### config.mk
export PLATFORM = sky130hd
export DESIGN_NAME = request_arbiter
export DESIGN_NICKNAME = d
export VERILOG_FILES = /design/src/rtl/request_arbiter_pkg.sv /design/src/rtl/request_arbiter_rr_priority_select.sv /design/src/rtl/request_arbiter.sv
export SDC_FILE = /design/constraint.sdc
export NUM_CORES = 1
export LEC_CHECK = 0
export ABC_CLOCK_PERIOD_IN_PS = 2980
export BUFFER_PORTS_ARGS = -buffer_cell sky130_fd_sc_hd__clkbuf_2
export CAP_MARGIN = 10
export CORE_ASPECT_RATIO = 1.4
export CORE_MARGIN = 2
export CORE_UTILIZATION = 45
export CTS_CLUSTER_SIZE = 40
export DETAILED_ROUTE_END_ITERATION = 12
export GPL_TIMING_DRIVEN = 0
export PLACE_DENSITY = 0.67
export SLEW_MARGIN = 25
export SYNTH_ARGS = -nofsm -noshare
export SYNTH_HDL_FRONTEND = slang
export SYNTH_SLANG_ARGS = --single-unit
### constraint.sdc
create_clock -name clk -period 2.98 [get_ports clk]
set_clock_uncertainty 0.15 [all_clocks]
set_input_delay 0.149 -clock clk [delete_from_list [all_inputs] [get_ports clk]]
set_output_delay 0.149 -clock clk [all_outputs]
set_load 0.03 [all_outputs]
### src/rtl/request_arbiter_pkg.sv
// Shared constants and types for the round-robin request arbiter.
package request_arbiter_pkg;

  localparam int NUM_REQ          = 16;
  localparam int ID_W             = 4;
  localparam int DEFAULT_MAX_HOLD = 15;
  localparam int HOLD_W           = 8;

  typedef enum logic {
    IDLE  = 1'b0,
    GRANT = 1'b1
  } arb_state_e;

endpackage

### src/rtl/request_arbiter_rr_priority_select.sv
// Round-robin winner selection: lowest set request at or above ptr,
// otherwise the lowest set request overall (wrap-around).
module rr_priority_select
  import request_arbiter_pkg::*;
(
  input  logic [NUM_REQ-1:0] req,
  input  logic [ID_W-1:0]    ptr,
  output logic [ID_W-1:0]    winner,
  output logic               any_valid
);

  logic [NUM_REQ-1:0] mask;
  logic [NUM_REQ-1:0] masked;
  logic [ID_W-1:0]    masked_idx;
  logic [ID_W-1:0]    raw_idx;

  // Two priority encodes; scanning downward lets the lowest index win.
  always_comb begin
    mask       = {NUM_REQ{1'b1}} << ptr;
    masked     = req & mask;
    masked_idx = '0;
    raw_idx    = '0;
    for (int i = NUM_REQ - 1; i >= 0; i--) begin
      if (masked[i]) masked_idx = ID_W'(i);
      if (req[i])    raw_idx    = ID_W'(i);
    end
    any_valid = |req;
    winner    = (|masked) ? masked_idx : raw_idx;
  end

endmodule

### src/rtl/request_arbiter.sv
// Round-robin arbiter with a bounded grant duration.
// Handshake: a requester holds req[i] high until served; the grant is
// presented on gnt/gnt_id with gnt_valid=1 one cycle after arbitration.
// The holder ends the grant by pulsing done (only meaningful while
// gnt_valid=1) or by dropping its req bit; a grant reaching max_hold
// cycles is revoked and timeout pulses for the following cycle.
// Every grant is followed by exactly one idle cycle.
module request_arbiter #(
  parameter int NUM_REQ  = request_arbiter_pkg::NUM_REQ,
  parameter int MAX_HOLD = request_arbiter_pkg::DEFAULT_MAX_HOLD
) (
  input  logic                                 clk,
  input  logic                                 reset,
  input  logic [NUM_REQ-1:0]                   req,
  input  logic                                 done,
  output logic [NUM_REQ-1:0]                   gnt,
  output logic [request_arbiter_pkg::ID_W-1:0] gnt_id,
  output logic                                 gnt_valid,
  output logic                                 timeout,
  output request_arbiter_pkg::arb_state_e      state
);

  import request_arbiter_pkg::*;

  logic [ID_W-1:0]   ptr;
  logic [ID_W-1:0]   win_id;
  logic              win_valid;
  logic [HOLD_W-1:0] hold_cnt;
  logic              holder_req;
  logic              hold_hit;

  rr_priority_select u_sel (
    .req       (req),
    .ptr       (ptr),
    .winner    (win_id),
    .any_valid (win_valid)
  );

  assign holder_req = req[gnt_id];
  assign hold_hit   = (hold_cnt == HOLD_W'(MAX_HOLD - 1));

  // Arbitration FSM; all outputs are registered here.
  always_ff @(posedge clk) begin
    if (!reset) begin
      state     <= IDLE;
      ptr       <= '0;
      hold_cnt  <= '0;
      gnt       <= '0;
      gnt_id    <= '0;
      gnt_valid <= 1'b0;
      timeout   <= 1'b0;
    end else begin
      timeout <= 1'b0;
      case (state)
        IDLE: begin
          if (win_valid) begin
            state     <= GRANT;
            gnt       <= NUM_REQ'(1) << win_id;
            gnt_id    <= win_id;
            gnt_valid <= 1'b1;
            hold_cnt  <= '0;
            ptr       <= win_id + 1'b1;
          end
        end
        GRANT: begin
          if (hold_cnt != {HOLD_W{1'b1}}) hold_cnt <= hold_cnt + 1'b1;
          if (done || !holder_req || hold_hit) begin
            state     <= IDLE;
            gnt       <= '0;
            gnt_id    <= '0;
            gnt_valid <= 1'b0;
            // Only a pure hold-limit revocation is reported as a timeout.
            timeout   <= !done && holder_req;
          end
        end
      endcase
    end
  end

endmodule

* After elaboration in Yosys (flattened, before gate mapping) *
Cells that the tools add are included.

cells by class
  add/sub/neg operators = 2
  reduce and logical (&&, ||, !) cells = 11
  muxes and demuxes = 50
  bitwise operators = 2
  eq/ne operators = 5
  order comparisons = 1
  shift operators = 2

operator list
  kind                     count
  $mux W4                  35
  $mux W16                 2
  $pmux W16 S2             1
  $reduce_or A16 Y1        2
  $and A16 B16 Y16         1
  $mux W8                  2
  $pmux W8 S2              1
  $shl A1 B4 Y16 const A   1
  $shl A16 B4 Y16 const A  1
  $add A8 B1 Y8 const B    1
  $eq A8 B4 Y1 const B     1
  $ne A8 B8 Y1 const B     1
  $pmux W4 S2              1
  $ne A2 B1 Y1 const B     3
  $reduce_and A2 Y1        3
  $lt A4 B5 Y1 const B     1
  $mux W1                  5
  $add A4 B1 Y4 const B    1
  $bmux W1 S4              1
  $pmux W1 S2              2
  $reduce_and A3 Y1        1
  $logic_not A1 Y1         2
  $logic_or A1 B1 Y1       2
  $logic_and A1 B1 Y1      1
  $not A1 Y1               1

storage, ports and cells
  bits of input ports = 19
  logic and storage cells = 80
  register bits after elaboration = 35

* Longest topological paths before layout *
  depth in word-level cells = 22
  mapped depth = 14

* Cells and area by module *
From an unflattened synthesis, not the netlist that was laid out.

second synthesis, totals
  cells, all modules = 318
  area, all modules = 2484.9 sq um

modules (own cells, without submodules)
  module              instances  sequential area each (sq um)  cells each  area an instance (sq um)
  request_arbiter     1          700.7                         209         1846.8
  rr_priority_select  1          0.0                           109         638.1

* Worst setup path before layout *
OpenSTA, ideal clock, no wires.

  path type = reg-to-reg
  start point = register ptr[2]
  end point = register gnt[3]
  library setup time = 0.071 ns
  path slack = 0.231 ns
  path buffers = 1
  period minus slack after synthesis = 2.749 ns
  cell stages (with the launch flop) = 12
  data arrival time = 2.529 ns
  cell sequence = dfxtp_1 -> buf_2 -> nand4_1 -> a21oi_1 -> o21a_1 -> nand4bb_1 -> or3_1 -> nand2_1 -> ha_1 -> ha_1 -> or4b_1 -> a21oi_1

on the way
  longest elaborated chain between the ends = 22
  elaborated cells on any way between the ends = 23

ends and longest elaborated chain
  what                      RTL line                                  RTL
  start: declaration        request_arbiter.sv:25                     logic [ID_W-1:0] ptr;
  start signal: assignment  request_arbiter.sv:62                     ptr <= win_id + 1'b1;
  $shl A16 B4 Y16 *         request_arbiter_rr_priority_select.sv:19  mask = {NUM_REQ{1'b1}} << ptr;
  $and A16 B16 Y16 *        request_arbiter_rr_priority_select.sv:20  masked = req & mask;
  $mux W4 (16 in a row)     request_arbiter_rr_priority_select.sv:24  if (masked[i]) masked_idx = ID_W'(i);
  $mux W4 *                 request_arbiter_rr_priority_select.sv:28  winner = (|masked) ? masked_idx : raw_idx;
  $shl A1 B4 Y16 *          request_arbiter.sv:58                     gnt <= NUM_REQ'(1) << win_id;
  $mux W16 *                request_arbiter.sv:56                     if (win_valid) begin
  $pmux W16 S2 *            request_arbiter.sv:54                     case (state)
  end signal: assignment    request_arbiter.sv:58
  end: declaration          request_arbiter.sv:16                     output logic [NUM_REQ-1:0] gnt,

Mark *: on every way between the ends. The rest lies on a longest branch, timed or not. The select of a mux whose other input is x is not followed.
A chain may end at the register's enable or synchronous reset.

* Worst setup path after layout *
  start point = register ptr[1]
  end point = register gnt[3]

The elaborated chain is that of the path after synthesis.

==> key figures <==
Run status
  • Outcome: finished clean

Cells and area
  • Commonest non-fill, non-tap cell in the layout: clkbuf_2
  • Antenna cell count: 0
  • Most frequent cells in the layout: clkbuf_2 (41), dfxtp_1 (32), nor2_1 (30)
  • Design Area, Final: 2795 µm²
  • Layout Cells excl Fill: 392
  • # nets final: 354
  • # fillers: 477
  • Final Util: 56.84%
  • Fraction of layout cells with a size suffix above 1: 28.05%
  • P&R area growth vs syn: 20.56%

Pwr
  • Pwr dens: 544.6 nW/µm²
  • Sw Ratio: 39.43%
  • Comb power frac: 41.4%
  • Internal power: 0.9221 mW
  • Leakage Power: 1.153 nW
  • Clock Power Share: 21.6%
  • Total Power: 1.522 mW
  • Worst VDD drop: 330.5 µV
  • NetSw: 0.6002 mW
  • Register share of total power: 37.1%

Placed design
  • Cells after DPL: 379
  • Port Buffers: 41
  • Post-DP HPWL: 4897 µm
  • GPL Wtd Cong: 0.9036
  • DP Area: 2604 µm²

Min path
  • Hold_sp: reset
  • Hold crit path type: primary input to flip-flop
  • Hold path endpoint: hold_cnt[4]$_SDFFE_PN0P_
  • WHS Path Cells: 3

Synth
  • Dominant synthesized flop cell: dfxtp_1
  • Mapped Area: 2318 µm²
  • Yosys cell types: 64
  • Mean Syn Cell Area: 8.462 µm²
  • Post-synth EDFFs: 0
  • Syn_nets: 301
  • Mapped Cells: 274
  • Register area share after synthesis: 30.22%
  • Synth warn: 0
  • #FFs+latches synth: 35
  • Synth async-reset ratio: 0%

Clocking
  • Clk_lat worst skew: 280 ps
  • CTS tree: built
  • Clk sinks: 35
  • Longest Clk Path Bufs: 2
  • Hold_buf cts: 0
  • CTS Root Cell: clkbuf_8
  • Worst-path clk slew: 70 ps
  • H-tree levels: 2
  • CTS Buf Count: 5

Critical path
  • Worst R2R End: gnt[3]$_SDFFE_PN0P_
  • Worst r2r src: ptr[1]$_SDFFE_PN0P_
  • Critical Path, Cell by Cell: nand2_1 -> o211ai_1 -> o311ai_2 -> nand4bb_4 -> or3_1 -> nand2_2 -> ha_2 -> ha_1 -> or4b_1 -> a21oi_1
  • CP Class: flip-flop to flip-flop
  • Cell family with the largest share of critical-path delay: simple AND/OR/NAND/NOR gates
  • CP max FO: 6
  • Worst reg2reg path depth: 10
  • Slowest-stage cell, CP: or4b_1
  • Worst path max stage delay: 440 ps
  • Crit path DAT: 3030 ps
  • CP Launch Type: flip-flop
  • CP Capture Type: flip-flop
  • Buffer and inverter count on the worst path: 0
  • Worst reg2reg setup slack: 7 ps
  • CP required: 3040 ps

Drt
  • Post-route DRC violation count: 0
  • DR WL/cell: 16.64 µm
  • Final ANT Viol Nets: 0
  • DR pass1 iterations: 5
  • Via count: 2375
  • DRT iter0 DRCs: 192
  • Routed vias/inst: 6.059
  • Routed Wire Length: 6523 µm

Die
  • Die height: 88.93 µm
  • IO Count: 42
  • Chip width: 64.67 µm
  • Row Count: 30
  • Initial Util: 47.15%
  • Die area: 5751 µm²
  • Core region area: 4917 µm²

Timing
  • Hold_ws: 59.84 ps
  • Final Cycle Share: 99.75%
  • Worst slew pin tran: 488.3 ps
  • RSZ-0062 raised after global routing: yes
  • F_max: 336.4 MHz
  • Max transition margin: 66.60%
  • Pins Over Slew Limit: 0
  • # setup viols final: 0
  • Post-layout min period: 2973 ps
  • Final-report hold violation count: 0

GRT
  • GRT overflow: 0
  • Largest net degree at the start of global routing: 11
  • GRT Total Usage: 23.71%
  • Vias in the first global route: 2280
  • First-pass GRT wire length: 10620 µm
  • Initial antenna violation count: 0

Flow run
  • Max Cap Violations: 0
per-layer routing:
metal	track usage, %	wire length, µm
met5	0	0
met1	27.44	2708
met4	8.704	95
met3	2.771	278
met2	44.79	3441
power by group through the flow:
stage               Clock, mW  Sequential (mW)  Combinational (mW)
finish                  0.328            0.564               0.630
global route            0.359            0.570               0.697
CTS                     0.338            0.563               0.617
detailed placement          0            0.570               0.590
global placement            0            0.568               0.587
floorplan                   0            0.609               0.373
cells in the mapped netlist (3+ instances only):
cell type | count | area (µm²)
buf_2 | 4 | 20.02
and2_4 | 3 | 26.28
a32o_1 | 9 | 90.09
o21a_1 | 3 | 22.52
and4_1 | 3 | 26.28
mux4_1 | 4 | 105.1
a311oi_1 | 4 | 35.03
a211oi_1 | 3 | 22.52
nor3_1 | 6 | 30.03
or2_2 | 6 | 37.54
o211ai_1 | 4 | 30.03
nand2b_1 | 5 | 31.28
ha_1 | 8 | 100.1
a21oi_1 | 22 | 110.1
a22o_2 | 3 | 30.03
nor2b_1 | 5 | 31.28
nand2_1 | 26 | 97.59
nor2_1 | 31 | 116.4
o21ai_0 | 10 | 50.05
mux2i_1 | 3 | 30.03
dfxtp_1 | 35 | 700.7
nand3_1 | 6 | 30.03
inv_1 | 15 | 56.30
area by class of cell:
cell class / count / area, µm² / share of cell area [%]
Multi-Input combinational cell: 216 / 1563 / 55.91
Sequential cell: 35 / 704.4 / 25.20
Buffer: 8 / 67.56 / 2.417
Timing Repair Buffer: 46 / 242.7 / 8.684
Tap cell: 64 / 80.08 / 2.865
Inverter: 15 / 56.30 / 2.014
Clock buffer: 7 / 76.32 / 2.731
Clock inverter: 1 / 5.005 / 0.1791
per-stage QoR:
step / setup WS, ps / setup TNS (ps)
after global routing: -148.3 / -148.3
after global placement: -181.3 / -181.3
after floorplan: 230.6 / 0
after detailed placement: -176.8 / -176.8
final: 7.397 / 0
after CTS: 16.45 / 0
worst max path at each step:
stage,start,to,slack [ps],cells after the start
2_1_floorplan,ptr[2]$_SDFFE_PN0P_,gnt[3]$_SDFFE_PN0P_,230,11
3_3_place_gp,ptr[2]$_SDFFE_PN0P_,gnt[3]$_SDFFE_PN0P_,-180,11
3_5_place_dp,ptr[2]$_SDFFE_PN0P_,gnt[3]$_SDFFE_PN0P_,-180,11
4_1_cts,ptr[3]$_SDFFE_PN0P_,gnt[3]$_SDFFE_PN0P_,20,11
5_1_grt,ptr[1]$_SDFFE_PN0P_,gnt[3]$_SDFFE_PN0P_,-150,10
6_report,ptr[1]$_SDFFE_PN0P_,gnt[3]$_SDFFE_PN0P_,7,10
sequential cells by signal, indices dropped and copies added, names as in the netlist:
| signal | count |
|---|---|
| gnt | 16 |
| gnt_id | 4 |
| gnt_valid | 1 |
| hold_cnt | 8 |
| ptr | 4 |
| state | 1 |
| timeout | 1 |
cells by family after synthesis:
| kind of cell | synth area share [%] |
|---|---|
| AOI/OAI and AO/OA | 29.25 |
| adders and majority gates | 4.317 |
| buffers and inverters | 4.749 |
| DFF | 30.22 |
| muxes | 5.828 |
| and+or+nand+nor | 25.63 |
worst min-delay path, stage by stage:
cell	delay (ps)
clkbuf_2	150
o21ai_0	100
a31oi_1	40
what timing repair did:
| action | CTS | global route |
|---|---|---|
| resized for setup | 11 | 6 |
| gates cloned | 0 | 0 |
| setup buffers | 5 | 0 |
| endpoints found under the setup margin | 1 | 5 |
| pin swaps | 2 | 1 |
Note: power is estimated with default switching activity, not from simulation.
